===== config.mk =====
export PLATFORM = sky130hd
export DESIGN_NAME = smvm_stream
export DESIGN_NICKNAME = d
export VERILOG_FILES = /design/src/rtl/smvm_pkg.sv /design/src/rtl/smvm_out_fifo.sv /design/src/rtl/smvm_stream.sv
export SDC_FILE = /design/constraint.sdc
export NUM_CORES = 1
export LEC_CHECK = 0
export ABC_AREA = 1
export BUFFER_PORTS_ARGS = -buffer_cell sky130_fd_sc_hd__buf_4
export CAP_MARGIN = 0
export CORE_ASPECT_RATIO = 1.4
export CORE_MARGIN = 3
export CORE_UTILIZATION = 37
export CTS_BUF_LIST = sky130_fd_sc_hd__clkbuf_4 sky130_fd_sc_hd__clkbuf_8
export DETAILED_ROUTE_END_ITERATION = 12
export GPL_ROUTABILITY_DRIVEN = 0
export GPL_TIMING_DRIVEN = 0
export PLACE_DENSITY = 0.58
export SLEW_MARGIN = 20
export SYNTH_ARGS = -nofsm -noshare
export SYNTH_HDL_FRONTEND = slang
export SYNTH_SLANG_ARGS = --single-unit

===== constraint.sdc =====
create_clock -name clk -period 13.4 [get_ports clk]
set_clock_uncertainty 0.15 [all_clocks]
set_input_delay 2.68 -clock clk [delete_from_list [all_inputs] [get_ports clk]]
set_output_delay 2.68 -clock clk [all_outputs]
set_load 0.005 [all_outputs]

===== src/rtl/smvm_pkg.sv =====
// smvm_pkg: shared state encoding, pipeline credit and saturating add for smvm_stream.
package smvm_pkg;
  typedef enum logic [1:0] {IDLE, LOAD_VEC, STREAM, DRAIN} state_t;
  localparam int PIPE_CREDIT = 3;
  // Clamp a + b to the signed range of a w-bit word.
  function automatic logic signed [63:0] sat_add(input logic signed [63:0] a, input logic signed [63:0] b, input int w);
    logic signed [63:0] s, hi, lo;
    s = a + b;
    hi = (64'sd1 <<< (w - 1)) - 64'sd1;
    lo = -hi - 64'sd1;
    return (s > hi) ? hi : ((s < lo) ? lo : s);
  endfunction
endpackage


===== src/rtl/smvm_out_fifo.sv =====
// smvm_out_fifo: first-word-fall-through result FIFO with occupancy count.
module smvm_out_fifo #(
  parameter int W = 21,
  parameter int DEPTH = 8
) (
  input  logic                         clk,
  input  logic                         rst_n,
  input  logic                         push,
  input  logic [W-1:0]                 push_data,
  input  logic                         pop,
  output logic [W-1:0]                 head,
  output logic                         not_empty,
  output logic [$clog2(DEPTH+1)-1:0]   count
);
  localparam int PW = $clog2(DEPTH);
  localparam int CNTW = $clog2(DEPTH + 1);
  logic [W-1:0] mem [DEPTH];
  logic [PW-1:0] rd_ptr, wr_ptr;
  logic do_pop;
  assign not_empty = count != '0;
  assign do_pop = pop && not_empty;
  assign head = mem[rd_ptr];
  always_ff @(posedge clk or negedge rst_n) begin
    if (!rst_n) begin
      rd_ptr <= '0;
      wr_ptr <= '0;
      count <= '0;
    end else begin
      if (push) wr_ptr <= (wr_ptr == PW'(DEPTH - 1)) ? '0 : wr_ptr + 1'b1;
      if (do_pop) rd_ptr <= (rd_ptr == PW'(DEPTH - 1)) ? '0 : rd_ptr + 1'b1;
      count <= count + CNTW'(push) - CNTW'(do_pop);
    end
  end
  always_ff @(posedge clk) begin
    if (push) mem[wr_ptr] <= push_data;
  end
  // Upstream credit guarantees this never fires.
  always_ff @(posedge clk) begin
    if (rst_n && push && !do_pop) assert (count != CNTW'(DEPTH));
  end
endmodule


===== src/rtl/smvm_stream.sv =====
// smvm_stream: streaming CSR sparse matrix-vector multiply with preloaded vector,
// 3-stage multiply-accumulate pipeline and credit-protected output FIFO.
module smvm_stream
  import smvm_pkg::*;
#(
  parameter int DW = 8,
  parameter int MAX_COLS = 128,
  parameter int ACC_W = 20,
  parameter int OUT_DEPTH = 8,
  parameter int SAT = 1,
  localparam int CW = $clog2(MAX_COLS)
) (
  input  logic             clk,
  input  logic             rst_n,
  input  logic             cfg_valid,
  output logic             cfg_ready,
  input  logic [CW:0]      cfg_cols,
  input  logic             vec_valid,
  output logic             vec_ready,
  input  logic [DW-1:0]    vec_data,
  input  logic             nz_valid,
  output logic             nz_ready,
  input  logic [DW-1:0]    nz_val,
  input  logic [CW-1:0]    nz_col,
  input  logic             nz_row_end,
  input  logic             nz_last,
  output logic             out_valid,
  input  logic             out_ready,
  output logic [ACC_W-1:0] out_data,
  output logic             out_last,
  output logic             err_col
);
  state_t state, state_next;
  logic [CW:0] cols;
  logic [CW-1:0] idx;
  logic cfg_fire, vec_fire, nz_fire, pop, push, vec_end, col_bad;
  logic signed [DW-1:0] vec [MAX_COLS];
  logic s1_valid, s1_row_end, s1_last;
  logic signed [DW-1:0] s1_val, s1_x;
  logic s2_valid, s2_row_end, s2_last;
  logic signed [2*DW-1:0] s2_prod;
  logic signed [ACC_W-1:0] acc, acc_next;
  logic [ACC_W:0] head;
  logic fifo_ne;
  logic [$clog2(OUT_DEPTH+1)-1:0] fifo_count;
  assign cfg_fire = cfg_valid && cfg_ready;
  assign vec_fire = vec_valid && vec_ready;
  assign nz_fire = nz_valid && nz_ready;
  assign pop = out_valid && out_ready;
  assign vec_end = {1'b0, idx} == cols - 1'b1;
  assign col_bad = {1'b0, nz_col} >= cols;
  assign push = s2_valid && s2_row_end;
  assign acc_next = ACC_W'((SAT != 0) ? sat_add(64'(acc), 64'(s2_prod), ACC_W) : 64'(acc) + 64'(s2_prod));
  assign out_valid = fifo_ne;
  assign out_data = fifo_ne ? head[ACC_W-1:0] : '0;
  assign out_last = fifo_ne && head[ACC_W];
  always_ff @(posedge clk or negedge rst_n) begin
    if (!rst_n) state <= IDLE;
    else state <= state_next;
  end
  always_comb begin
    state_next = state;
    cfg_ready = state == IDLE;
    vec_ready = state == LOAD_VEC;
    // Reserve room for every beat that could still be in the pipeline.
    nz_ready = (state == STREAM) && (int'(fifo_count) + PIPE_CREDIT <= OUT_DEPTH);
    case (state)
      IDLE:     state_next = cfg_fire ? LOAD_VEC : IDLE;
      LOAD_VEC: state_next = (vec_fire && vec_end) ? STREAM : LOAD_VEC;
      STREAM:   state_next = (nz_fire && nz_last) ? DRAIN : STREAM;
      DRAIN:    state_next = (pop && out_last && !s1_valid && !s2_valid) ? IDLE : DRAIN;
    endcase
  end
  always_ff @(posedge clk) begin
    if (vec_fire) vec[idx] <= vec_data;
  end
  always_ff @(posedge clk or negedge rst_n) begin
    if (!rst_n) begin
      cols <= '0;
      idx <= '0;
      err_col <= 1'b0;
      s1_valid <= 1'b0;
      s1_val <= '0;
      s1_x <= '0;
      s1_row_end <= 1'b0;
      s1_last <= 1'b0;
      s2_valid <= 1'b0;
      s2_prod <= '0;
      s2_row_end <= 1'b0;
      s2_last <= 1'b0;
      acc <= '0;
    end else begin
      if (cfg_fire) cols <= cfg_cols;
      if (vec_fire) idx <= vec_end ? '0 : idx + 1'b1;
      if (cfg_fire) err_col <= 1'b0;
      else if (nz_fire && col_bad) err_col <= 1'b1;
      s1_valid <= nz_fire;
      if (nz_fire) begin
        s1_val <= nz_val;
        s1_x <= col_bad ? '0 : vec[nz_col];
        s1_row_end <= nz_row_end;
        s1_last <= nz_last;
      end
      s2_valid <= s1_valid;
      if (s1_valid) begin
        s2_prod <= s1_val * s1_x;
        s2_row_end <= s1_row_end;
        s2_last <= s1_last;
      end
      if (s2_valid) acc <= s2_row_end ? '0 : acc_next;
    end
  end
  smvm_out_fifo #(.W(ACC_W + 1), .DEPTH(OUT_DEPTH)) u_fifo (
    .clk       (clk),
    .rst_n     (rst_n),
    .push      (push),
    .push_data ({s2_last, acc_next}),
    .pop       (pop),
    .head      (head),
    .not_empty (fifo_ne),
    .count     (fifo_count)
  );
endmodule


==> impl_summary.log <==
INFO  metric firstDrtPassIters = 7
INFO  metric dieArea = 0.164 sq mm
INFO  metric power.internal = 0.00770 W
INFO  metric synthesis.nets = 5965
INFO  metric relSlewSlack = 17.1%
INFO  metric final-max-slew-violation-count = 0
INFO  metric path_clk_slew = 70 ps
INFO  metric num_rows = 172
INFO  metric iteration_0_drc_markers = 4495
INFO  metric power_frac_clock = 27.2%
INFO  metric area_delta_synth_final = 12.7%
INFO  metric synthDistinctLibCells = 48
INFO  metric cts_max_path_buffers = 3
INFO  metric critPathTopFamily = buffers and inverters
INFO  metric cts_tree = done
INFO  metric path_max_fanout = 10
INFO  metric placed_cells_incl_taps = 7966
INFO  metric post_synthesis_cell_count = 5799
INFO  metric total_overflow_reported_by_the_global_router = 0
INFO  metric port_buffers = 63
INFO  metric post-route-util = 42.2%
INFO  metric detail_route.vias_per_cell = 5.18
INFO  metric finalSetupTns = 0 ps
INFO  metric clock-sinks = 1278
INFO  metric swShare = 36.3%
INFO  metric worst_tran_pin_value = 1240 ps
INFO  metric criticalPathCategory = reg2out
INFO  metric routed_wire_length_per_instance = 24.1 um
INFO  metric syn_area = 0.0590 sq mm
INFO  metric synth-async-reset-ratio = 6.73%
INFO  metric cts.hold.buffers_added = 0
INFO  metric arrival = 3240 ps
INFO  metric fin_crit_share = 45.3%
INFO  metric end_kind = primary output
INFO  metric critical_path_required = 10570 ps
INFO  metric num_vias = 43.2k
INFO  metric worstSetupStartpointType = flip-flop
INFO  metric syn_area_per_cell = 10.2 sq um
INFO  metric layout-drive-gt1-share = 11.3%
INFO  metric timing.critical_path.slowest_stage_cell = clkbuf_1
INFO  metric detailed_place_hpwl = 141000 um
INFO  metric layout.area.seq = 0.0379 sq mm
INFO  metric initial_utilization = 37.4%
INFO  metric grt_antenna_before_repair = 5
INFO  metric post-route-drc-count = 0
INFO  metric worst_hold_path_type = reg2reg
INFO  metric outcome = finished clean
INFO  metric final.min_clock_period = 6070 ps
INFO  metric ys_ff_latch = 1278
INFO  metric postRouteWirelength = 201000 um
INFO  metric pwr-share-comb = 32.1%
INFO  metric die_x = 344 um
INFO  metric gr-usage-all-layers = 24.0%
INFO  metric clk_root_buffer_cell = clkbuf_8
INFO  metric instances_no_fill = 8331
INFO  metric grt_pass1_wl = 284000 um
INFO  metric power.density_cell_area = 182 mW/mm^2
INFO  metric htree_levels = 4
INFO  metric yosys.area.top_type_share = 60.7%
INFO  metric cts-buffers-inserted = 203
INFO  metric synth.yosys.warnings = 0
INFO  metric power.ir.vdd_worst = 0.180 mV
INFO  metric grt_pass1_vias = 41.5k
INFO  metric coreArea = 0.158 sq mm
INFO  metric highest_achievable_clock_rate = 165 MHz
INFO  metric synth-edff-count = 1192
INFO  metric yosys_most_used_dff = edfxtp_1
INFO  metric antenna_violating_nets_post_route = 0
INFO  metric grt_setup_unrepaired = no
INFO  metric num_io_pins = 65
INFO  metric die-height = 479 um
INFO  metric area_contributors_post_synth = edfxtp_1 61%, nand2_1 11%, nand3_1 7.4%
INFO  metric yosysTopAreaCell = edfxtp_1
INFO  metric grt_max_degree = 129
INFO  metric hold_viol = 0
INFO  metric power_leakage = 27.7 nW
INFO  metric cts.repair_timing.setup_buffer_count = 0
INFO  metric final_nets = 6250
INFO  metric p_switching = 0.00438 W
INFO  metric place_worst_setup_slack = 7330 ps
INFO  metric cp.buffers_inverters = 4
INFO  metric synth.top_cells.by_count = 1695 x nand2_1, 1192 x edfxtp_1, 872 x nand3_1
INFO  metric post-synth-top-count-cell = nand2_1
INFO  metric timing.critical_path.cells = inv_1 -> buf_2 -> clkbuf_1 -> nor2_1 -> o22ai_1 -> o21ai_1 -> a31oi_1 -> buf_4
INFO  metric crit_path_max_incr_delay = 500 ps
INFO  metric fill_cells = 15.1k
INFO  metric setup_viol = 0
INFO  metric post_cts_sizing_count = 0
INFO  metric max_cap_viol_count = 0
INFO  metric clock_latency = 930 ps
INFO  metric final_critical_path_setup_slack = 7330 ps
INFO  metric area_taken_by_multi_input_logic_gates = 0.0166 sq mm
INFO  metric pwr-share-seq = 40.7%
INFO  metric yosysSeqAreaShare = 64.3%
[worst paths after layout]
| kind | startpoint | to | slack, ps | cells past startpoint |
|---|---|---|---|---|
| worst max-delay path | u_fifo.rd_ptr[0]$_DFFE_PN0P_ | out_data[16] | 7330 | 8 |
| worst min-delay path | s1_valid$_DFF_PN0_ | s2_valid$_DFF_PN0_ | 300 | 0 |
| worst max register to register | s1_x[2]$_DFFE_PN0P_ | s2_prod[14]$_DFFE_PN0P_ | 8550 | 19 |
| worst min register to register | s1_valid$_DFF_PN0_ | s2_valid$_DFF_PN0_ | 300 | 0 |
| max in group asynchronous | rst_n | s1_x[6]$_DFFE_PN0P_ | 10850 | 1 |
| min in group asynchronous | rst_n | state[1]$_DFF_PN0_ | 1660 | 1 |
[per-stage QoR]
stage / instance area [sq um] / power, W / hold slack, ps
floorplan: 59000 / 0.00748 / 229
global placement: 62100 / 0.00881 / 277
detailed placement: 62600 / 0.00889 / 274
CTS: 66500 / 0.0121 / 301
global route: 66500 / 0.0127 / 308
finish: 66500 / 0.0121 / 302
[power by group through the flow]
stage          clock network (W)  registers (W)  logic [W]
2_1_floorplan                  0        0.00496    0.00253
3_3_place_gp                   0        0.00500    0.00381
3_5_place_dp                   0        0.00500    0.00388
4_1_cts                  0.00332        0.00492    0.00390
5_1_grt                  0.00348        0.00493    0.00427
6_report                 0.00329        0.00492    0.00387
[flip-flops by register name (all words and copies together), names as in the netlist, 2 cells and up]
signal         flops
u_fifo.count       4
u_fifo.wr_ptr      3
vec             1024
s1_val             8
s1_x               8
idx                7
cols               8
s2_prod           16
acc               20
state              2
u_fifo.mem       168
u_fifo.rd_ptr      3
[placed cells by master (no fill, tap or decap), drive strengths merged, types with 24 or more instances in the layout]
master  Yosys  final
a21oi      33     33
nor2      322    322
ha         70     70
a31oi      24     24
dfrtp      86     86
clkbuf    107    370
clkinv      2     82
edfxtp   1192   1192
fa         57     57
inv       790    797
nand2    1746   1746
buf       189    269
o21ai     137    137
nand3     875    875
or2        64     64
[cells by family after synthesis]
kind of cell / share of synthesized area, %
and+or+nand+nor: 22.1
xor gates and xnor gates: 0.460
adders and majority gates: 3.42
DFF: 64.3
AOI/OAI and AO/OA: 2.09
buffers and inverters: 7.62
[layer usage]
metal	share of wire [%]	GRT usage (%)	vias to the layer above
met2	48	40.2	2178
met5	0.0065	0	-
li1	-	-	19600
met3	9.0	5.49	625
met4	8.1	17.1	2
met1	35	26.9	20800
[area by class of cell]
type / instances / area share [%]
antenna: 3 / 0.0113
tap: 2088 / 3.93
clock buffer: 263 / 4.94
timing repair buffer: 80 / 1.34
clock inverter: 98 / 0.922
inverter: 792 / 4.47
buffer: 296 / 2.29
multi-input combinational: 3433 / 25.0
sequential: 1278 / 57.1
(Power assumes the default switching activity.)
